==> src/rtl/mmc_game_master_if.sv <==
// Host-side channels of the game master: a command channel that starts a
// game and a result channel that returns one record per finished game.
interface mmc_game_master_if #(
   parameter int COUNT_WIDTH = 4,
   parameter int CYC_WIDTH   = 16
);
   logic                   cmd_valid;
   logic                   cmd_ready;
   logic [1:0]             cmd_mode;
   logic [COUNT_WIDTH-1:0] cmd_init_value;

   logic                   res_valid;
   logic                   res_ready;
   logic [1:0]             res_who;
   logic [CYC_WIDTH-1:0]   res_cycles;
   logic                   res_timeout;

   // The host sequencer issues commands and consumes results.
   modport master (
      output cmd_valid, cmd_mode, cmd_init_value, res_ready,
      input  cmd_ready, res_valid, res_who, res_cycles, res_timeout
   );

   // The game master accepts commands and produces results.
   modport slave (
      input  cmd_valid, cmd_mode, cmd_init_value, res_ready,
      output cmd_ready, res_valid, res_who, res_cycles, res_timeout
   );
endinterface

==> src/rtl/mmc_game_master.sv <==
// Command-side driver for the multi-mode counter game. Takes one game request
// at a time, pulses the counter's init, watches for gameover or a timeout,
// then presents a result record and keeps saturating win/loss tallies.
module mmc_game_master #(
   parameter int COUNT_WIDTH    = 4,
   parameter int CYC_WIDTH      = 16,
   parameter int TIMEOUT_CYCLES = 1000,
   parameter int STAT_WIDTH     = 8
) (
   input  logic                   clk,
   input  logic                   rst,
   mmc_game_master_if.slave       host,
   output logic [1:0]             ctr_mode,
   output logic                   ctr_init,
   output logic [COUNT_WIDTH-1:0] ctr_initial_value,
   input  logic                   ctr_gameover,
   input  logic [1:0]             ctr_who,
   output logic [STAT_WIDTH-1:0]  win_total,
   output logic [STAT_WIDTH-1:0]  loss_total
);

   typedef enum logic [1:0] {
      IDLE   = 2'd0,
      LOAD   = 2'd1,
      RUN    = 2'd2,
      REPORT = 2'd3
   } state_t;

   localparam logic [CYC_WIDTH:0]     TIMEOUT_CMP = (CYC_WIDTH+1)'(TIMEOUT_CYCLES);
   localparam logic [CYC_WIDTH-1:0]   TIMEOUT_LEN = CYC_WIDTH'(TIMEOUT_CYCLES);
   localparam logic [STAT_WIDTH-1:0]  STAT_MAX    = '1;

   state_t                 state;
   state_t                 state_next;

   logic [CYC_WIDTH-1:0]   cyc;
   logic [CYC_WIDTH:0]     cyc_plus1;
   logic [CYC_WIDTH-1:0]   cyc_plus1_sat;
   logic                   run_timeout;
   logic                   game_end;

   logic                   cmd_ready_c;
   logic                   ctr_init_c;
   logic                   res_valid_c;

   logic [1:0]             res_who_q;
   logic [CYC_WIDTH-1:0]   res_cycles_q;
   logic                   res_timeout_q;

   // The extra top bit lets the timeout compare see cyc+1 without wrapping;
   // the saturated copy is what the counter and the record actually hold.
   assign cyc_plus1     = {1'b0, cyc} + (CYC_WIDTH+1)'(1);
   assign cyc_plus1_sat = (&cyc) ? cyc : cyc_plus1[CYC_WIDTH-1:0];
   assign run_timeout   = (cyc_plus1 == TIMEOUT_CMP);
   assign game_end      = (state == RUN) && (ctr_gameover || run_timeout);

   assign host.cmd_ready   = cmd_ready_c;
   assign host.res_valid   = res_valid_c;
   assign host.res_who     = res_who_q;
   assign host.res_cycles  = res_cycles_q;
   assign host.res_timeout = res_timeout_q;
   assign ctr_init         = ctr_init_c;

   // State register; reset drops any game in progress back to IDLE.
   always_ff @(posedge clk) begin
      if (rst) begin
         state <= IDLE;
      end else begin
         state <= state_next;
      end
   end

   // Sequencing and handshake outputs, all decoded from the current state.
   always_comb begin
      state_next  = state;
      cmd_ready_c = 1'b0;
      ctr_init_c  = 1'b0;
      res_valid_c = 1'b0;
      case (state)
         IDLE: begin
            cmd_ready_c = 1'b1;
            if (host.cmd_valid) begin
               state_next = LOAD;
            end
         end
         LOAD: begin
            ctr_init_c = 1'b1;
            state_next = RUN;
         end
         RUN: begin
            if (ctr_gameover || run_timeout) begin
               state_next = REPORT;
            end
         end
         REPORT: begin
            res_valid_c = 1'b1;
            if (host.res_ready) begin
               state_next = IDLE;
            end
         end
         default: begin
            state_next = IDLE;
         end
      endcase
   end

   // Latch the command for the counter, count RUN cycles and capture the
   // result record; a gameover takes priority over a same-cycle timeout.
   always_ff @(posedge clk) begin
      if (rst) begin
         ctr_mode          <= 2'b00;
         ctr_initial_value <= '0;
         cyc               <= '0;
         res_who_q         <= 2'b00;
         res_cycles_q      <= '0;
         res_timeout_q     <= 1'b0;
      end else begin
         case (state)
            IDLE: begin
               if (host.cmd_valid) begin
                  ctr_mode          <= host.cmd_mode;
                  ctr_initial_value <= host.cmd_init_value;
                  cyc               <= '0;
               end
            end
            RUN: begin
               cyc <= cyc_plus1_sat;
               if (ctr_gameover) begin
                  res_who_q     <= ctr_who;
                  res_cycles_q  <= cyc_plus1_sat;
                  res_timeout_q <= 1'b0;
               end else if (run_timeout) begin
                  res_who_q     <= 2'b00;
                  res_cycles_q  <= TIMEOUT_LEN;
                  res_timeout_q <= 1'b1;
               end
            end
            default: begin
            end
         endcase
      end
   end

   // Tallies step on the way into REPORT so they already include the record
   // being presented; only a real gameover with 10 or 01 counts.
   always_ff @(posedge clk) begin
      if (rst) begin
         win_total  <= '0;
         loss_total <= '0;
      end else if (game_end && ctr_gameover) begin
         if (ctr_who == 2'b10 && win_total != STAT_MAX) begin
            win_total <= win_total + STAT_WIDTH'(1);
         end
         if (ctr_who == 2'b01 && loss_total != STAT_MAX) begin
            loss_total <= loss_total + STAT_WIDTH'(1);
         end
      end
   end

endmodule

==> src/flat_wrapper.sv <==
// flat-port wrapper written by rule: the top's interface ports become plain ports
module mmc_game_master_flat 
#(
   parameter int COUNT_WIDTH    = 4,
   parameter int CYC_WIDTH      = 16,
   parameter int TIMEOUT_CYCLES = 1000,
   parameter int STAT_WIDTH     = 8
)
  (clk, rst, ctr_mode, ctr_init, ctr_initial_value, ctr_gameover, ctr_who, win_total, loss_total, host_cmd_valid, host_cmd_mode, host_cmd_init_value, host_res_ready, host_cmd_ready, host_res_valid, host_res_who, host_res_cycles, host_res_timeout);
  mmc_game_master_if #(.COUNT_WIDTH(COUNT_WIDTH), .CYC_WIDTH(CYC_WIDTH)) host_i ();
  input  logic clk;
  input  logic rst;
  output logic [1:0] ctr_mode;
  output logic ctr_init;
  output logic [COUNT_WIDTH-1:0] ctr_initial_value;
  input  logic ctr_gameover;
  input  logic [1:0] ctr_who;
  output logic [STAT_WIDTH-1:0] win_total;
  output logic [STAT_WIDTH-1:0] loss_total;
  input wire logic [$bits(host_i.cmd_valid)-1:0] host_cmd_valid;
  input wire logic [$bits(host_i.cmd_mode)-1:0] host_cmd_mode;
  input wire logic [$bits(host_i.cmd_init_value)-1:0] host_cmd_init_value;
  input wire logic [$bits(host_i.res_ready)-1:0] host_res_ready;
  output wire logic [$bits(host_i.cmd_ready)-1:0] host_cmd_ready;
  output wire logic [$bits(host_i.res_valid)-1:0] host_res_valid;
  output wire logic [$bits(host_i.res_who)-1:0] host_res_who;
  output wire logic [$bits(host_i.res_cycles)-1:0] host_res_cycles;
  output wire logic [$bits(host_i.res_timeout)-1:0] host_res_timeout;
  assign host_i.cmd_valid = host_cmd_valid;
  assign host_i.cmd_mode = host_cmd_mode;
  assign host_i.cmd_init_value = host_cmd_init_value;
  assign host_i.res_ready = host_res_ready;
  assign host_cmd_ready = host_i.cmd_ready;
  assign host_res_valid = host_i.res_valid;
  assign host_res_who = host_i.res_who;
  assign host_res_cycles = host_i.res_cycles;
  assign host_res_timeout = host_i.res_timeout;
  mmc_game_master #(.COUNT_WIDTH(COUNT_WIDTH), .CYC_WIDTH(CYC_WIDTH), .TIMEOUT_CYCLES(TIMEOUT_CYCLES), .STAT_WIDTH(STAT_WIDTH)) u_core (.clk(clk), .rst(rst), .host(host_i), .ctr_mode(ctr_mode), .ctr_init(ctr_init), .ctr_initial_value(ctr_initial_value), .ctr_gameover(ctr_gameover), .ctr_who(ctr_who), .win_total(win_total), .loss_total(loss_total));
endmodule
==> config.mk <==
export PLATFORM = sky130hd
export DESIGN_NAME = mmc_game_master_flat
export DESIGN_NICKNAME = d
export VERILOG_FILES = /design/src/rtl/mmc_game_master_if.sv /design/src/rtl/mmc_game_master.sv /design/src/flat_wrapper.sv
export SDC_FILE = /design/constraint.sdc
export NUM_CORES = 1
export LEC_CHECK = 0
export ABC_AREA = 1
export CAP_MARGIN = 20
export CORE_MARGIN = 10
export CORE_UTILIZATION = 52
export CTS_CLUSTER_SIZE = 28
export DETAILED_ROUTE_END_ITERATION = 7
export PLACE_DENSITY = 0.89
export SKIP_CTS_REPAIR_TIMING = 1
export SYNTH_ARGS = -nofsm -noshare
export SYNTH_HDL_FRONTEND = slang
export SYNTH_SLANG_ARGS = --single-unit
==> constraint.sdc <==
create_clock -name clk -period 2.2 [get_ports clk]
set_clock_uncertainty 0.2 [all_clocks]
set_input_delay 0.33 -clock clk [delete_from_list [all_inputs] [get_ports clk]]
set_output_delay 0.33 -clock clk [all_outputs]
set_load 0.1 [all_outputs]
# Word-level counts from Yosys, hierarchy flattened
# Cells that the tools add are included.
# Widths: inputs -> output; s select.
op_classes:
  reduce_logical: 15
  n_eq_ne: 11
  add_sub_neg: 3
  n_mux: 16
op_table:
  columns: ["cell", "count"]
  rows:
  - ["$mux 16", 4]
  - ["$pmux 16 s2", 1]
  - ["$add 16x1->17 const B", 1]
  - ["$eq 17x10->1 const B", 1]
  - ["$add 8x1->8 const B", 2]
  - ["$ne 8x8->1 const B", 2]
  - ["$reduce_and 16->1", 1]
  - ["$mux 2", 5]
  - ["$reduce_and 2->1", 5]
  - ["$pmux 2 s4", 1]
  - ["$eq 2x2->1 const B", 3]
  - ["$ne 2x2->1 const B", 3]
  - ["$mux 1", 5]
  - ["$eq 2x1->1 const B", 2]
  - ["$logic_and 1x1->1", 4]
  - ["$reduce_bool 2->1", 2]
  - ["$reduce_and 3->1", 1]
  - ["$logic_not 2->1", 1]
  - ["$logic_or 1x1->1", 1]
totals:
  ff_bits: 59
  wordCells: 54
  in_bits: 13
  output_inout_bits: 44

# Logic depth before layout (Yosys ltp)
logic_depth:
  depth_word: 6
  ltp_mapped: 14
  mapped_depth_nobuf: 14

# Worst setup path before layout
# OpenSTA, ideal clock, no wires.
synth_path:
  kind: "flip-flop to flip-flop"
  startpoint: "reg u_core.win_total[1]"
  endpoint: "reg u_core.win_total[6]"
  required_ps: 1834
  setup_slack_ps: -375
  n_path_buf: 0
  setup_time_ps: 166
  t_arrival_ps: 2209
  period_less_slack_ps: 2575
  path_stages_with_launch: 11
  path_cell_list: "dfxtp_1 ha_1 inv_1 nor4_1 nand3_1 nand2_1 inv_1 nand2_1 inv_1 o21ai_0 a21oi_1"
synth_between:
  elab_chain_len: 3
  elab_cells_between_ends: 4
  cone_classes: "1 x add/sub; 1 x eq/ne; 2 x reduce/logical"
synth_rtl:
  columns: ["item", "line", "text"]
  rows:
  - ["start, declared", "mmc_game_master.sv:18", "output logic [STAT_WIDTH-1:0] win_total,"]
  - ["start signal, assigned", "mmc_game_master.sv:152", "win_total <= win_total + STAT_WIDTH'(1);"]
  - ["branches (longest 3 deep; another with $add 8x1->8)", null, null]
# Several ways; the timed one is not identified.
# A chain may end at the register's enable or synchronous reset.

# Final worst setup path
layout_path:
  startpoint: "reg u_core.cyc[1]"
  endpoint: "reg u_core.res_cycles_q[13], in the netlist u_core.host.res_cycles[13]"
layout_between:
  elab_chain_len: 4
  elab_cells_between_ends: 7
  cone_classes: "1 x add/sub; 1 x eq/ne; 2 x mux; 3 x reduce/logical"
layout_rtl:
  columns: ["item", "line", "text"]
  rows:
  - ["start, declared", "mmc_game_master.sv:36", "logic [CYC_WIDTH-1:0] cyc;"]
  - ["start signal, assigned", "mmc_game_master.sv:127", "cyc <= cyc_plus1_sat;"]
  - ["$add 16x1->17", "mmc_game_master.sv:52", "assign cyc_plus1 = {1'b0, cyc} + (CYC_WIDTH+1)'(1);"]
  - ["$eq 17x10->1", "mmc_game_master.sv:54", "assign run_timeout = (cyc_plus1 == TIMEOUT_CMP);"]
  - ["$reduce_bool 2->1 (no source line)", null, null]
  - ["$reduce_and 2->1 (no source line)", null, null]
  - ["end signal, assigned", "mmc_game_master.sv:130", "res_cycles_q <= cyc_plus1_sat;"]
  - ["end, declared", "mmc_game_master.sv:47", "logic [CYC_WIDTH-1:0] res_cycles_q;"]
# Several ways; a longest one is shown, not always the timed one.

==> results.cfg <==
[power]
p_clk_frac = 0.271
internal-power_mw = 2.11
switching_power_mw = 1.53
p_leak_nw = 1.72
seqPwrFrac = 0.335
p_sw_frac = 0.421
p_per_area_mw_per_mm2 = 907
vdd_drop_max_mv = 0.872
p_comb_frac = 0.394

[synthesis]
syn_area_mm2 = 0.00307
syn_area_per_cell_um2 = 6.97
syn-instance-count = 440
synth_cell_types = 29
synth-warning-count = 0
yosysSeqAreaShare = 0.385
synth-seq-cells = 59
synth_nets = 461

[timing]
timing.final.crit_period_ns = 2.11
clock.fmax_mhz = 474
period_share = 0.958
hold_violations = 0
relSlewSlack = 0.757
setup_ws_ns = 0.0921
setup_viol = 0
tns_ns = 0
slew_viol_final = 0
tightest_slew_ns = 0.365

[finish]
nNetsFinal = 534
n_antenna_cell = 0
mostFrequentLayoutCells = 115 x nand2_1, 59 x buf_4, 46 x inv_1, 41 x dfxtp_1, 39 x nor2_1
fillers = 436
final_common_cell = nand2_1
layout-drive-gt1-share = 0.280
area_delta_synth_final_pct = 30.9
finalInstanceArea_mm2 = 0.00402

[routing]
wirelength_mm = 8.27
ant_nets = 0
vias = 3112
via_per_inst = 5.28
wire_per_inst_um = 14.0
drtIter0Drc = 166
dr.pass1.iters = 5
drc = 0

[worst_setup_path]
worstReg2RegEnd = u_core.host.res_cycles[13]
crit_chain = ha_2 -> buf_4 -> nor2_1 -> nor2_1 -> nor2_1 -> nand2_1 -> nor2_1 -> nand3_1 -> nor2_4 -> nand3_4 -> buf_12 -> nand3_1 -> a21oi_1
rr_worst_depth = 13
r2r_setup_slack_ns = 0.09
critical_path_required_ns = 2.21
critPathKind = reg2reg
end_kind = flip-flop
critPathMaxStageDelay_ns = 0.34
r2r_start = u_core.cyc[1]
crit_path_max_fanout = 13
path_buf_inv = 2
critPathLaunchType = flip-flop
cp_top_family = simple AND/OR/NAND/NOR gates
worst_path_max_delay_cell = dfxtp_2
cp_data_arrival_time_ns = 2.12
cpMostUsedCell = nor2_1

[cts]
cts_tree = yes
clk_latency_ns = 0.34
clock-sinks = 59
cts_root_buffer = clkbuf_8
cts_buffers = 9
clock_path_buffers = 2
cts-htree-levels = 3
clk_pin_slew_ns = 0.07

[global_routing]
grt_pass1_vias = 3084
grt_antenna_before_repair = 0
grt_usage = 0.166
gr-total-overflow = 0
grt_start_max_net_pins = 33
grt_first_pass_wirelength_mm = 13.4

[floorplanning]
dieArea_mm2 = 0.00937
initial_core_util = 0.547
pin_count = 57
rows = 27
coreArea_mm2 = 0.00561
die_h_um = 96.8
die_x_um = 96.8

[placement]
portBuffers = 56
placed_area_mm2 = 0.00372
hpwl_mm = 6.02
place_congestion = 0.937
dpl_worst_slack_ns = -0.0452

[worst_hold_path]
hp-class = reg2reg
min_path_cells = 1
min_to = u_core.loss_total[3]
hold_path.startpoint = u_core.loss_total[3]

[run]
drv_cap = 0

[status]
status = completed
registers in the layout (all words and copies together) (netlist names):
register and count:
u_core.ctr_initial_value 4, u_core.ctr_mode 2, u_core.cyc 16, u_core.loss_total 8, u_core.host.res_cycles 16, u_core.state 2
u_core.win_total 8, u_core.host.res_who 2, u_core.host.res_timeout 1
per-stage QoR:
| step | utilization | hold WS [ns] | total power, mW | cells |
|---|---|---|---|---|
| 2_1_floorplan | - | 0.271 | 2.28 | 440 |
| 3_3_place_gp | 0.663 | 0.246 | 2.64 | 571 |
| 3_5_place_dp | 0.663 | 0.248 | 2.67 | 571 |
| 4_1_cts | 0.698 | 0.261 | 3.66 | 586 |
| 5_1_grt | 0.716 | 0.292 | 3.79 | 589 |
| 6_report | 0.716 | 0.259 | 3.64 | 589 |
synth_stat cells, drive strengths merged:
cell type / instances / area (um^2)
ha: 8 / 100
clkbuf: 10 / 37.5
dfxtp: 59 / 1180
nor2: 52 / 238
xor2: 1 / 8.76
nor4: 3 / 18.8
buf: 3 / 25.0
inv: 52 / 195
nor3b: 2 / 15.0
nor3: 5 / 30.0
o21a: 1 / 7.51
nand4: 6 / 37.5
o21bai: 9 / 67.6
nand3: 32 / 228
xnor2: 3 / 26.3
nand2: 124 / 480
o21ai: 27 / 135
or2: 1 / 6.26
a21oi: 42 / 229
routing by layer:
| metal | track usage | part of all wire | routed length (um) | vias up |
|---|---|---|---|---|
| li1 | - | - | - | 1558 |
| met1 | 0.171 | 0.41 | 3410 | 1428 |
| met2 | 0.293 | 0.51 | 4180 | 98 |
| met3 | 0.0461 | 0.046 | 382 | 28 |
| met4 | 0.0936 | 0.036 | 299 | 0 |
| met5 | 0 | 0 | 0 | - |
power groups by stage:
stage / Clock, mW / Sequential [mW] / Combinational [mW]
finish: 0.987 / 1.22 / 1.43
global route: 1.05 / 1.23 / 1.51
CTS: 1.00 / 1.22 / 1.44
detailed placement: 0 / 1.24 / 1.43
global placement: 0 / 1.24 / 1.41
floorplan: 0 / 1.73 / 0.551
area by class of cell:
cell class,instances,area [um^2],share of cell area
Clock buffer,13,159,0.0396
Sequential cell,59,1200,0.300
Inverter,52,195,0.0486
Multi-Input combinational cell,316,1690,0.421
Clock inverter,2,35.0,0.00873
Timing Repair Buffer,75,643,0.160
Tap cell,72,90.1,0.0224
cells by family after synthesis:
family,count (synthesis),synth area share
AO/OA/AOI/OAI,79,0.143
buffers and inverters,65,0.0840
flip-flops,59,0.385
AND/OR/NAND/NOR,225,0.344
adder cells (fa/ha/maj),8,0.0326
XOR/XNOR,4,0.0114
worst max-delay path by stage:
stage / from / end / slack (ns) / cells after the start
finish: u_core.cyc[1] / u_core.host.res_cycles[13] / 0.09 / 13
global route: u_core.cyc[1] / u_core.host.res_cycles[14] / -0.02 / 13
CTS: u_core.cyc[1] / u_core.host.res_cycles[8] / -0.01 / 14
detailed placement: ctr_gameover / u_core.win_total[3] / -0.05 / 10
global placement: ctr_gameover / u_core.win_total[4] / 0.03 / 10
floorplan: u_core.win_total[1] / u_core.win_total[6] / -0.02 / 10
Power figures use the tool's default switching activity.
